`src/rtl/uart_pkg.sv`:
```
// Shared types and constants for the UART receive path.
package uart_pkg;

  typedef enum logic [1:0] {IDLE, START, DATA, STOP} uart_rx_state_t;

  localparam int unsigned UART_DATA_BITS = 8;

endpackage

```
`src/rtl/uart_byte_fifo.sv`:
```
// First-word fall-through byte FIFO with registered head/valid and an overflow pulse.
module uart_byte_fifo
  import uart_pkg::*;
#(
  parameter int unsigned FIFO_DEPTH = 8
) (
  input  logic                          clk,
  input  logic                          rst_n,
  input  logic                          push,
  input  logic [UART_DATA_BITS-1:0]     push_data,
  input  logic                          pop,
  output logic [UART_DATA_BITS-1:0]     head,
  output logic                          valid,
  output logic [$clog2(FIFO_DEPTH):0]   count,
  output logic                          overflow
);

  localparam int unsigned PtrW = $clog2(FIFO_DEPTH);
  localparam int unsigned CntW = PtrW + 1;

  logic [UART_DATA_BITS-1:0] mem_q [FIFO_DEPTH];
  logic [PtrW-1:0]           wr_ptr_q, rd_ptr_q, rd_next;
  logic [CntW-1:0]           count_q, count_d;
  logic [UART_DATA_BITS-1:0] head_q, head_d;
  logic                      valid_q, overflow_q;
  logic                      empty, full, do_push, do_pop;

  assign empty   = (count_q == '0);
  assign full    = (count_q == CntW'(FIFO_DEPTH));
  assign do_pop  = pop && !empty;
  assign do_push = push && (!full || do_pop);
  assign rd_next = rd_ptr_q + PtrW'(1);

  always_comb begin
    count_d = count_q;
    if (do_push && !do_pop) begin
      count_d = count_q + CntW'(1);
    end else if (!do_push && do_pop) begin
      count_d = count_q - CntW'(1);
    end
  end

  // The head register must already hold the next entry when the pop edge lands.
  always_comb begin
    head_d = head_q;
    if (do_pop) begin
      if (count_q > CntW'(1)) begin
        head_d = mem_q[rd_next];
      end else if (do_push) begin
        head_d = push_data;
      end
    end else if (empty && do_push) begin
      head_d = push_data;
    end
  end

  always_ff @(posedge clk or negedge rst_n) begin
    if (!rst_n) begin
      for (int i = 0; i < int'(FIFO_DEPTH); i++) begin
        mem_q[i] <= '0;
      end
      wr_ptr_q   <= '0;
      rd_ptr_q   <= '0;
      count_q    <= '0;
      head_q     <= '0;
      valid_q    <= 1'b0;
      overflow_q <= 1'b0;
    end else begin
      if (do_push) begin
        mem_q[wr_ptr_q] <= push_data;
        wr_ptr_q        <= wr_ptr_q + PtrW'(1);
      end
      if (do_pop) begin
        rd_ptr_q <= rd_next;
      end
      count_q    <= count_d;
      head_q     <= head_d;
      valid_q    <= (count_d != '0);
      overflow_q <= push && full && !do_pop;
    end
  end

  assign head     = head_q;
  assign valid    = valid_q;
  assign count    = count_q;
  assign overflow = overflow_q;

endmodule

```
`src/rtl/uart_rx.sv`:
```
// 8N1 UART receiver: input synchronizer, mid-bit sampling FSM and FWFT byte FIFO.
module uart_rx
  import uart_pkg::*;
#(
  parameter int unsigned CLK_SAMPLES = 4,
  parameter int unsigned FIFO_DEPTH  = 8
) (
  input  logic                        clk,
  input  logic                        rst_n,
  input  logic                        rx,
  output logic [UART_DATA_BITS-1:0]   rx_data,
  output logic                        rx_valid,
  input  logic                        rx_ready,
  output logic                        frame_err,
  output logic                        overflow,
  output logic [$clog2(FIFO_DEPTH):0] fifo_count
);

  localparam int unsigned HALF = CLK_SAMPLES / 2;
  localparam int unsigned CntW = $clog2(CLK_SAMPLES);
  localparam int unsigned IdxW = $clog2(UART_DATA_BITS);

  logic                      sync1_q, rx_s, rx_prev;
  logic [2:0]                warm_q;
  uart_rx_state_t            state_q;
  logic [CntW-1:0]           cnt_q;
  logic [IdxW-1:0]           bit_idx_q;
  logic [UART_DATA_BITS-1:0] shreg_q;
  logic                      frame_err_q;
  logic                      start_edge, bit_end, push;

  // warm_q blocks the fake falling edge the reset values would show when rx is held low.
  always_ff @(posedge clk or negedge rst_n) begin
    if (!rst_n) begin
      sync1_q <= 1'b1;
      rx_s    <= 1'b1;
      rx_prev <= 1'b1;
      warm_q  <= '0;
    end else begin
      sync1_q <= rx;
      rx_s    <= sync1_q;
      rx_prev <= rx_s;
      warm_q  <= {warm_q[1:0], 1'b1};
    end
  end

  assign start_edge = warm_q[2] && rx_prev && !rx_s;
  assign bit_end    = (cnt_q == CntW'(CLK_SAMPLES - 1));
  assign push       = (state_q == STOP) && bit_end && rx_s;

  always_ff @(posedge clk or negedge rst_n) begin
    if (!rst_n) begin
      state_q     <= IDLE;
      cnt_q       <= '0;
      bit_idx_q   <= '0;
      shreg_q     <= '0;
      frame_err_q <= 1'b0;
    end else begin
      frame_err_q <= 1'b0;
      unique case (state_q)
        IDLE: begin
          if (start_edge) begin
            state_q <= START;
            cnt_q   <= '0;
          end
        end
        START: begin
          if (cnt_q == CntW'(HALF - 1)) begin
            cnt_q     <= '0;
            bit_idx_q <= '0;
            state_q   <= rx_s ? IDLE : DATA;
          end else begin
            cnt_q <= cnt_q + CntW'(1);
          end
        end
        DATA: begin
          if (bit_end) begin
            shreg_q[bit_idx_q] <= rx_s;
            cnt_q              <= '0;
            bit_idx_q          <= bit_idx_q + IdxW'(1);
            if (bit_idx_q == IdxW'(UART_DATA_BITS - 1)) begin
              state_q <= STOP;
            end
          end else begin
            cnt_q <= cnt_q + CntW'(1);
          end
        end
        STOP: begin
          if (bit_end) begin
            frame_err_q <= !rx_s;
            cnt_q       <= '0;
            state_q     <= IDLE;
          end else begin
            cnt_q <= cnt_q + CntW'(1);
          end
        end
        default: state_q <= IDLE;
      endcase
    end
  end

  assign frame_err = frame_err_q;

  uart_byte_fifo #(
    .FIFO_DEPTH (FIFO_DEPTH)
  ) u_fifo (
    .clk       (clk),
    .rst_n     (rst_n),
    .push      (push),
    .push_data (shreg_q),
    .pop       (rx_ready),
    .head      (rx_data),
    .valid     (rx_valid),
    .count     (fifo_count),
    .overflow  (overflow)
  );

endmodule

```
`config.mk`:
```
export PLATFORM = sky130hd
export DESIGN_NAME = uart_rx
export DESIGN_NICKNAME = d
export VERILOG_FILES = /design/src/rtl/uart_pkg.sv /design/src/rtl/uart_byte_fifo.sv /design/src/rtl/uart_rx.sv
export SDC_FILE = /design/constraint.sdc
export NUM_CORES = 1
export LEC_CHECK = 0
export ABC_AREA = 1
export ABC_CLOCK_PERIOD_IN_PS = 3000
export BUFFER_PORTS_ARGS = -buffer_cell sky130_fd_sc_hd__buf_2
export CORE_ASPECT_RATIO = 0.7
export CORE_MARGIN = 2
export CORE_UTILIZATION = 55
export DETAILED_ROUTE_END_ITERATION = 10
export PLACE_DENSITY = 0.7
export SKIP_CTS_REPAIR_TIMING = 1
export SYNTH_ARGS = -nofsm -noshare
export SYNTH_HDL_FRONTEND = slang
export SYNTH_HIERARCHICAL = 1
export SYNTH_SLANG_ARGS = --single-unit
```
`constraint.sdc`:
```
create_clock -name clk -period 3 [get_ports clk]
set_input_delay 0.15 -clock clk [delete_from_list [all_inputs] [get_ports clk]]
set_output_delay 0.15 -clock clk [all_outputs]
set_load 0.005 [all_outputs]
```
==> flow_metrics.env, run 1 <==
export IMPL_grt_overflow=0
export IMPL_hold_start="rx_ready"
export IMPL_first_iter_violations=496
export IMPL_nFillCells=771
export IMPL_peakVddDrop_uv=483
export IMPL_critical_path_class="flip-flop to flip-flop"
export IMPL_hold_end="u_fifo/rd_ptr_q[0]"
export IMPL_synthSimpleGateAreaFrac_pct=24.3
export IMPL_cp_max_fo=16
export IMPL_power_leakage_nw=2.56
export IMPL_r2r_cells=9
export IMPL_hold_class="input pin to flip-flop"
export IMPL_reg2reg_to="u_fifo/mem_q[4]"
export IMPL_antennaDiodeCount=0
export IMPL_synth_seq_cells=106
export IMPL_synth_compound_area_share_pct=14.2
export IMPL_drc_errors=0
export IMPL_cp_arrival_ps=2500
export IMPL_worst_pin_slew_ps=836
export IMPL_fin_area_sq_mm=0.00561
export IMPL_final_cells=718
export IMPL_synth_top_family_by_area="simple AND/OR/NAND/NOR gates"
export IMPL_dp_hpwl_um=7700
export IMPL_yosysSeqAreaShare_pct=51.4
export IMPL_yosys_area_top_type="dfrtp_1"
export IMPL_fin_util_pct=61.6
export IMPL_insertion_delay_ps=350
export IMPL_place_congestion=0.844
export IMPL_slew_viol_final=0
export IMPL_hold_violations=0
export IMPL_cp_end_kind="flip-flop"
export IMPL_p_seq_share_pct=37.3
export IMPL_numCtsBuffers=9
export IMPL_clock_sinks=106
export IMPL_drt_total_wl_um=11400
export IMPL_total_power_w=0.00496
export IMPL_yosysWarnings=6
export IMPL_ctsRootBufferMaster="clkbuf_16"
export IMPL_skew_ps=9.47
export IMPL_drive_gt1_share_pct=13.1
export IMPL_nNetsFinal=604
export IMPL_synthXorXnorAreaFrac_pct=1.02
export IMPL_grt_max_degree=64
export IMPL_cap_violations=0
export IMPL_p_sw_share_pct=41.1
export IMPL_synth_ff_type="dfrtp_1"
export IMPL_fmax_mhz=439
export IMPL_finalSetupViolations=0
export IMPL_required_ps=3220
export IMPL_synthArstFlopShare_pct=100
export IMPL_slew_headroom_pct=44.2
export IMPL_grtUsageTotal_pct=24.5
export IMPL_grt_pass1_vias=3791
export IMPL_route_vias_total=3981
export IMPL_start_util_pct=56.8
export IMPL_dp_cells=700
export IMPL_synth_edf_count=0
export IMPL_r2r_slack_ps=720
export IMPL_drtPass1Iterations=5
export IMPL_area_growth_pct=8.49
export IMPL_clockBufferDepth=2
export IMPL_rows=29
export IMPL_synthAdderAreaFrac_pct=2.66
export IMPL_die_h_um=85.1
export IMPL_cts_tree="done"
export IMPL_synthDistinctLibCells=39
export IMPL_numPortBuffers=18
export IMPL_synthCells=574
export IMPL_rsz0062_at_grt="no"
export IMPL_internal_power_w=0.00292
export IMPL_p_switching_w=0.00204
export IMPL_synthMuxAreaShare_pct=0
export IMPL_fin_crit_sh_pct=76.0
export IMPL_start_kind="flip-flop"
export IMPL_ant_nets=0
export IMPL_syn_area_sq_mm=0.00517
export IMPL_antenna_found_initial=0
export IMPL_coreArea_sq_mm=0.00911
export IMPL_clkPwrFrac_pct=23.5
export IMPL_synth_top_cells_by_area="dfrtp_1, nand2_1, o21ai_1"
export IMPL_wire_per_inst_um=15.8
export IMPL_period_minus_slack_ps=2280
export IMPL_die_area_sq_mm=0.0102
export IMPL_syn_nets=589
export IMPL_yosys_area_top_type_share_pct=49.8
export IMPL_clk_pin_slew_ps=70
export IMPL_die_w_um=120
export IMPL_viasPerCell=5.54
export IMPL_grt_first_pass_wirelength_um=19300
export IMPL_ios=19
export IMPL_placed_cell_area_sq_mm=0.00529
export IMPL_combinationalPowerShare_pct=39.2
export IMPL_power_density_mw_per_mm2=885
export IMPL_cts_max_level=3
export IMPL_fin_tns_setup_ps=0
export IMPL_min_path_cells=3
export IMPL_r2r_start="cnt_q[0]"
export IMPL_status="finished clean"
export IMPL_avgSynthCellArea_sq_um=9.01
cell families after synthesis:
family / count (synthesis)
other: 1
XOR/XNOR: 6
AO/OA/AOI/OAI: 136
buffers and inverters: 58
adder cells (fa/ha/maj): 11
flip-flops: 106
AND/OR/NAND/NOR: 256
sequential cells by signal, summed over array words and instances, names as in the netlist, named ones only:
register         flops
u_fifo/mem_q        64
frame_err            1
cnt_q                2
bit_idx_q            3
u_fifo/valid         1
u_fifo/head          8
rx_prev              1
state_q              1
u_fifo/overflow      1
u_fifo/count         4
sync1_q              1
u_fifo/wr_ptr_q      3
shreg_q              8
warm_q               3
rx_s                 1
u_fifo/rd_ptr_q      3
metal layers:
| metal | vias to the layer above | part of all wire [%] | GRT usage [%] |
|---|---|---|---|
| met1 | 1906 | 50 | 36.7 |
| met5 | - | 0 | 0 |
| met3 | 13 | 5.4 | 5.51 |
| met2 | 116 | 43 | 35.7 |
| met4 | 0 | 1.4 | 7.38 |
| li1 | 1946 | - | - |
synthesized netlist by cell type, types with 3 or more instances:
cell type    n
buf_6        8
nand2_1    113
nor2_1      74
buf_2        4
inv_2        6
nand4_1      5
o21ai_0     49
o21ai_1     60
nand2_4      3
ha_1        11
o211ai_1     9
nand3_1     40
clkbuf_1     7
a21oi_1     11
nand4_4      7
dfstp_2      3
xor2_1       5
o21ai_2      5
nor2_2       3
inv_1       26
dfrtp_1    103
power by group through the flow:
| stage | Sequential, W | Combinational, W | Clock [W] |
|---|---|---|---|
| floorplan | 0.00180 | 0.00146 | 0 |
| global placement | 0.00187 | 0.00188 | 0 |
| detailed placement | 0.00187 | 0.00191 | 0 |
| CTS | 0.00185 | 0.00192 | 0.00120 |
| global route | 0.00188 | 0.00220 | 0.00125 |
| finish | 0.00185 | 0.00194 | 0.00117 |
placed cells by master, fill, tap and decap left out, types with 2 or more instances in the layout:
cell type / count
nand2_1: 113
nand4_1: 5
nor2_2: 3
clkbuf_16: 9
nand3_1: 40
clkbuf_1: 2
xor2_1: 5
ha_1: 11
nor2_1: 74
dfstp_2: 3
nand2_4: 3
nand2_2: 2
clkinv_4: 4
o21ai_2: 5
dfrtp_1: 103
nor3_1: 2
inv_1: 26
inv_2: 6
nand4_2: 2
o21ai_1: 60
buf_2: 17
buf_4: 6
nand4_4: 7
o21ai_0: 49
o211ai_1: 9
a21oi_1: 11
dlygate4sd3_1: 2
cell type report:
class / count / area, sq um / share of cell area, %
sequential: 106 / 2660 / 47.3
multi-input combinational: 410 / 2180 / 38.9
clock buffer: 11 / 233 / 4.15
timing repair buffer: 26 / 170 / 3.03
tap: 124 / 155 / 2.77
inverter: 36 / 146 / 2.61
clock inverter: 5 / 65.1 / 1.16
per-stage QoR:
stage,hold WS [ps],worst slack (ps)
after floorplan,-146,928
after global placement,256,921
after detailed placement,261,813
after CTS,-112,735
after global routing,239,374
final,211,720
worst max-delay path by stage:
stage              start               end  slack, ps  depth (start not counted)
6_report        cnt_q[0]   u_fifo/mem_q[4]        720                          9
3_3_place_gp   flip-flop   u_fifo/mem_q[2]        920                          8
5_1_grt         cnt_q[0]   u_fifo/mem_q[4]        370                          8
2_1_floorplan       rx_s  u_fifo/mem_q[37]        930                         10
4_1_cts         cnt_q[0]   u_fifo/mem_q[4]        730                          9
3_5_place_dp    cnt_q[1]   u_fifo/mem_q[2]        810                          9
critical path: stages (launching register included):
cell      delay (ps)
dfrtp_1          450
ha_1             240
inv_1             90
nor3_1           230
buf_4            190
nand2_2           70
clkinv_2         230
nand4_2          380
nand2_1          170
o21ai_0          100
Power figures use the tool's default switching activity.
==> run 2, diff against run 1 <==
--- a/config.mk
+++ b/config.mk
@@ -5,14 +5,14 @@
 export SDC_FILE = /design/constraint.sdc
 export NUM_CORES = 1
 export LEC_CHECK = 0
-export ABC_AREA = 1
-export ABC_CLOCK_PERIOD_IN_PS = 3000
+export ABC_AREA = 0
+export ABC_CLOCK_PERIOD_IN_PS = 1950
 export BUFFER_PORTS_ARGS = -buffer_cell sky130_fd_sc_hd__buf_2
 export CORE_ASPECT_RATIO = 0.7
 export CORE_MARGIN = 2
 export CORE_UTILIZATION = 55
 export DETAILED_ROUTE_END_ITERATION = 10
-export PLACE_DENSITY = 0.7
+export PLACE_DENSITY = 0.73
 export SKIP_CTS_REPAIR_TIMING = 1
 export SYNTH_ARGS = -nofsm -noshare
 export SYNTH_HDL_FRONTEND = slang
==> constraint.sdc (replaced) <==
create_clock -name clk -period 1.95 [get_ports clk]
set_input_delay 0.0975 -clock clk [delete_from_list [all_inputs] [get_ports clk]]
set_output_delay 0.0975 -clock clk [all_outputs]
set_load 0.005 [all_outputs]
==> run 2 against run 1 <==
Largest power group is now sequential cells. Largest cell class unchanged. Count of clock-buffer cells in the layout stayed put. Synthesized cell count fell by 33%. Die area about the same.
==> flow_metrics.env, run 2 <==
export IMPL_grt_overflow=0
export IMPL_min_path_cells=3
export IMPL_start_kind="flip-flop"
export IMPL_p_sw_share_pct=32.6
export IMPL_combinationalPowerShare_pct=32.9
export IMPL_synth_edf_count=0
export IMPL_r2r_slack_ps=60
export IMPL_rows=29
export IMPL_largest_reg_flops=64
export IMPL_area_growth_pct=15.8
export IMPL_timing_final_ws_setup_ps=55.3
export IMPL_hold_violations=0
export IMPL_coreArea_sq_mm=0.00911
export IMPL_fmax_mhz=528
export IMPL_yosysSeqAreaShare_pct=51.3
export IMPL_ant_nets=0
export IMPL_clkPwrFrac_pct=28.3
export IMPL_top_register="u_fifo/mem_q"
export IMPL_grtUsageTotal_pct=22.3
export IMPL_nNetsFinal=436
export IMPL_fin_crit_sh_pct=97.2
export IMPL_finalSetupViolations=0
export IMPL_cap_violations=0
export IMPL_peakVddDrop_uv=604
export IMPL_dp_hpwl_um=7060
export IMPL_ctsRootBufferMaster="clkbuf_16"
export IMPL_yosysMostFrequentCell="dfrtp_1"
export IMPL_synth_seq_cells=106
export IMPL_yosys_area_top_type_share_pct=49.8
export IMPL_clock_sinks=106
export IMPL_clk_pin_slew_ps=70
export IMPL_p_seq_share_pct=38.8
export IMPL_die_w_um=120
export IMPL_route_vias_total=3248
export IMPL_required_ps=2150
export IMPL_insertion_delay_ps=350
export IMPL_skew_ps=8.99
export IMPL_drc_errors=0
export IMPL_cp_arrival_ps=2090
export IMPL_place_congestion=0.827
export IMPL_drtPass1Iterations=4
export IMPL_path_cells="and4_4 -> and4_1 -> mux2_2 -> a211oi_2 -> o2111ai_1"
export IMPL_grt_max_degree=64
export IMPL_power_density_mw_per_mm2=1160
export IMPL_synth_top_cells_by_area="dfrtp_1, mux2_2, mux4_2"
export IMPL_worst_pin_slew_ps=524
export IMPL_cp_max_fo=7
export IMPL_start_util_pct=56.8
export IMPL_cp_end_kind="flip-flop"
export IMPL_reg2reg_to="u_fifo/valid"
export IMPL_slew_headroom_pct=64.8
export IMPL_use_met3_pct=5.78
export IMPL_hold_start="rx_ready"
export IMPL_grt_pass1_vias=3324
export IMPL_syn_nets=398
export IMPL_critical_path_class="flip-flop to flip-flop"
export IMPL_period_minus_slack_ps=1890
export IMPL_ios=19
export IMPL_synth_ff_type="dfrtp_1"
export IMPL_max_stage_delay_ps=530
export IMPL_crit_path_top_delay_cell="dfstp_2"
export IMPL_synthArstFlopShare_pct=100
export IMPL_first_iter_violations=219
export IMPL_mostFrequentLayoutCells="dfrtp_1, mux2_2, nand2_1"
export IMPL_syn_area_sq_mm=0.00518
export IMPL_grt_first_pass_wirelength_um=17400
export IMPL_numCtsBuffers=9
export IMPL_die_h_um=85.2
export IMPL_busiest_layer="met2"
export IMPL_die_area_sq_mm=0.0102
export IMPL_grtUsageMet2_pct=34.5
export IMPL_yosysWarnings=6
export IMPL_viasPerCell=5.91
export IMPL_p_switching_w=0.00227
export IMPL_r2r_cells=5
export IMPL_synthDistinctLibCells=65
export IMPL_cts_tree="done"
export IMPL_antenna_found_initial=0
export IMPL_hold_end="u_fifo/rd_ptr_q[2]"
export IMPL_yosys_area_top_type="dfrtp_1"
export IMPL_synth_top_cells_by_count="dfrtp_1, mux2_2, nand2_1"
export IMPL_post_place_ws_ps=-101
export IMPL_power_leakage_nw=2.86
export IMPL_antennaDiodeCount=0
export IMPL_slew_viol_final=0
export IMPL_clockBufferDepth=2
export IMPL_drive_gt1_share_pct=41.3
export IMPL_status="finished clean"
export IMPL_synthCells=383
export IMPL_wire_per_inst_um=18.7
export IMPL_cts_max_level=3
export IMPL_r2r_start="rx_s"
export IMPL_layout_commonest_cell="dfrtp_1"
export IMPL_hold_slack_ps=179
export IMPL_gr_usage_met1_pct=31.5
export IMPL_numPortBuffers=18
export IMPL_avgSynthCellArea_sq_um=13.5
export IMPL_hold_class="input pin to flip-flop"
export IMPL_internal_power_w=0.00469
export IMPL_drt_total_wl_um=10300
==> run 2: critical path, delay by kind of cell (launching register included) <==
kind / cells / cell delay (ps)
AOI/OAI and AO/OA: 2 / 330
DFF: 1 / 530
muxes: 1 / 340
and+or+nand+nor: 2 / 530
==> run 2: per-layer routing <==
| metal | wire (um) | part of all wire, % |
|---|---|---|
| met4 | 174 | 1.7 |
| met1 | 4910 | 48 |
| met2 | 4730 | 46 |
| met5 | 0 | 0 |
| met3 | 461 | 4.5 |
==> run 2: worst max-delay path by stage <==
| stage | to | slack [ps] | from | cells after the start |
|---|---|---|---|---|
| after floorplan | u_fifo/valid | 20 | rx_s | 6 |
| after global placement | u_fifo/valid | 6 | cnt_q[0] | 6 |
| after detailed placement | u_fifo/mem_q[49] | -100 | u_fifo/count[0] | 6 |
| after CTS | u_fifo/mem_q[49] | -90 | u_fifo/count[0] | 6 |
| after global routing | u_fifo/valid | -6 | cnt_q[1] | 6 |
| final | u_fifo/valid | 60 | rx_s | 5 |
==> run 2: area by class of cell <==
| class | count | area, sq um |
|---|---|---|
| Timing Repair Buffer | 48 | 410 |
| Clock inverter | 5 | 85.1 |
| Tap cell | 124 | 155 |
| Multi-Input combinational cell | 244 | 2400 |
| Clock buffer | 11 | 243 |
| Inverter | 12 | 45.0 |
| Sequential cell | 106 | 2660 |
| Fill cell | 663 | 3110 |
==> run 2: power by group through the flow <==
| stage | clock network [W] | registers [W] | logic (W) |
|---|---|---|---|
| after floorplan | 0 | 0.00266 | 0.00149 |
| after global placement | 0 | 0.00272 | 0.00214 |
| after detailed placement | 0 | 0.00274 | 0.00219 |
| after CTS | 0.00201 | 0.00271 | 0.00221 |
| after global routing | 0.00210 | 0.00275 | 0.00251 |
| final | 0.00197 | 0.00271 | 0.00229 |
==> run 2: kinds of logic after synthesis <==
kind of cell / count (synthesis) / share of synthesized area [%]
other: 1 / 0.0724
adders and majority gates: 11 / 2.66
muxes: 94 / 24.1
buffers and inverters: 33 / 3.02
AOI/OAI and AO/OA: 38 / 5.75
DFF: 106 / 51.3
and+or+nand+nor: 95 / 12.2
xor gates and xnor gates: 5 / 0.846
==> run 2: through the flow <==
step	utilization [%]	std cells	setup TNS, ps	area, sq um	total power (W)
final	65.8	550	0	5990	0.00697
after global placement	61.4	529	0	5590	0.00486
after floorplan	-	383	0	5190	0.00414
after CTS	65.0	545	-2040	5920	0.00692
after detailed placement	61.4	529	-2310	5590	0.00493
after global routing	65.8	550	-6.14	5990	0.00735
==> run 3, diff against run 2 <==
--- a/config.mk
+++ b/config.mk
@@ -12,6 +12,7 @@
 export CORE_MARGIN = 2
 export CORE_UTILIZATION = 55
 export DETAILED_ROUTE_END_ITERATION = 10
+export GPL_TIMING_DRIVEN = 0
 export PLACE_DENSITY = 0.73
 export SKIP_CTS_REPAIR_TIMING = 1
 export SYNTH_ARGS = -nofsm -noshare
==> run 3 against run 2 <==
Count of clock-buffer cells in the layout is 1 lower. Final area increased by 1.2%. The flow now finishes with violations (setup timing). Highest routed layer unchanged. Die area stayed put. Sequential power is essentially flat. Largest power group unchanged.
==> flow_metrics.env, run 3 (synthesis gave the netlist of run 2 again) <==
export IMPL_r2r_start="rx_s"
export IMPL_crit_family="flip-flops"
export IMPL_status="finished, violations left"
export IMPL_grt_max_degree=66
export IMPL_start_kind="flip-flop"
export IMPL_drc_errors=0
export IMPL_cp_common_cell="and4_4"
export IMPL_place_congestion=0.809
export IMPL_fin_crit_sh_pct=104
export IMPL_cp_num_cells=6
export IMPL_drtPass1Iterations=4
export IMPL_skew_ps=9.44
export IMPL_clock_sinks=106
export IMPL_largest_reg_flops=64
export IMPL_area_growth_pct=17.2
export IMPL_wire_per_inst_um=19.1
export IMPL_hold_slack_ps=184
export IMPL_final_cells=554
export IMPL_numCtsBuffers=9
export IMPL_peakVddDrop_uv=739
export IMPL_cts_max_level=3
export IMPL_period_minus_slack_ps=2040
export IMPL_first_iter_violations=240
export IMPL_crit_path_top_delay_cell="dfstp_2"
export IMPL_reg2reg_to="u_fifo/valid"
export IMPL_critPathBufInv=1
export IMPL_rsz0062_at_grt="yes"
export IMPL_rows=29
export IMPL_antennaDiodeCount=0
export IMPL_slew_viol_final=0
export IMPL_grtUsageTotal_pct=22.3
export IMPL_viasPerCell=5.87
export IMPL_drt_total_wl_um=10600
export IMPL_cp_max_fo=8
export IMPL_hold_class="input pin to flip-flop"
export IMPL_total_power_w=0.00670
export IMPL_placed_cell_area_sq_mm=0.00547
export IMPL_grt_first_pass_wirelength_um=17200
export IMPL_finalSetupViolations=15
export IMPL_required_ps=2160
export IMPL_drive_gt1_share_pct=43.3
export IMPL_route_vias_total=3252
export IMPL_cts_tree="done"
export IMPL_die_h_um=85.2
export IMPL_numPortBuffers=18
export IMPL_coreArea_sq_mm=0.00911
export IMPL_ant_nets=0
export IMPL_nNetsFinal=440
export IMPL_antenna_found_initial=0
export IMPL_critical_path_class="flip-flop to flip-flop"
export IMPL_slew_headroom_pct=46.5
export IMPL_die_w_um=120
export IMPL_power_leakage_nw=2.87
export IMPL_r2r_cells=6
export IMPL_timing_final_ws_setup_ps=-86.4
export IMPL_power_density_mw_per_mm2=1100
export IMPL_regArea_sq_mm=0.00266
export IMPL_nFillCells=671
export IMPL_grt_pass1_vias=3258
export IMPL_max_stage_delay_ps=560
export IMPL_grt_overflow=0
export IMPL_crit_path_end="u_fifo/valid"
export IMPL_fin_area_sq_mm=0.00606
export IMPL_start_util_pct=56.8
export IMPL_fin_tns_setup_ps=-333
export IMPL_worst_pin_slew_ps=797
export IMPL_top_register="u_fifo/mem_q"
export IMPL_r2r_slack_ps=-90
export IMPL_path_cells="buf_8 -> and4_4 -> and4_4 -> mux2_4 -> a211oi_4 -> o2111ai_2"
export IMPL_layout_commonest_cell="dfrtp_1"
export IMPL_insertion_delay_ps=350
export IMPL_die_area_sq_mm=0.0102
export IMPL_cp_startpoint="rx_s"
export IMPL_cap_violations=0
export IMPL_multi_input_area_sq_mm=0.00251
export IMPL_dp_hpwl_um=6920
export IMPL_ctsRootBufferMaster="clkbuf_16"
export IMPL_fmax_mhz=491
export IMPL_cp_arrival_ps=2250
export IMPL_clk_pin_slew_ps=70
export IMPL_dp_cells=526
export IMPL_mostFrequentLayoutCells="dfrtp_1, mux2_2, nand2_1"
export IMPL_hold_violations=0
export IMPL_violations="setup timing"
export IMPL_ios=19
export IMPL_clockBufferDepth=2
export IMPL_cp_end_kind="flip-flop"
run 3: changes by cell type in the layout (fill, tap and decap cells not counted), moves of 4 or more:
cell | previous run | this run
dfrtp_2 | 0 | 4
buf_6 | 0 | 4
buf_2 | 17 | 21
mux2_2 | 74 | 57
dfrtp_1 | 103 | 99
buf_4 | 22 | 14
buf_12 | 7 | 3
clkinv_2 | 0 | 4
mux2_4 | 0 | 18
run 3: through the flow:
step	util [%]	worst slack [ps]
floorplan	-	18.1
global placement	59.7	-379
detailed placement	60.1	-268
CTS	63.2	-303
global route	66.6	-137
finish	66.6	-86.4
run 3: layout make-up:
| type | instances | area share (%) |
|---|---|---|
| repair buffers | 34 | 4.54 |
| clock buffers | 10 | 3.78 |
| flip-flops and latches | 106 | 43.9 |
| multi-input cells | 244 | 41.3 |
| clock inverters | 6 | 0.949 |
| inverters | 12 | 0.743 |
| plain buffers | 18 | 2.21 |
| well taps | 124 | 2.56 |
run 3: worst min-delay path by stage:
stage | cells after the start | to | from
final | 3 | u_fifo/overflow | rx_ready
after floorplan | 0 | async pin | rst_n
after global routing | 3 | u_fifo/overflow | rx_ready
after detailed placement | 1 | u_fifo/count[1] | rst_n
after global placement | 1 | sync1_q | rx
after CTS | 1 | u_fifo/count[1] | rst_n
run 3: per-layer routing:
metal | vias up | global-route usage, % | share of wire, %
li1 | 1482 | - | -
met1 | 1682 | 32.8 | 48
met2 | 76 | 32.8 | 46
met3 | 12 | 6.25 | 5.5
met4 | 0 | 5.88 | 1.0
met5 | - | 0 | 0
run 3: worst min-delay path: stages:
cell,delay (ps)
buf_2,160
nand4bb_4,200
nor2_1,50
run 3: power breakdown:
part / total (W) / switching [W] / internal (W)
clock: 0.00180 / 0.000810 / 0.000988
sequential: 0.00270 / 0.000270 / 0.00243
combinational: 0.00220 / 0.00120 / 0.00100
total: 0.00670 / 0.00227 / 0.00442
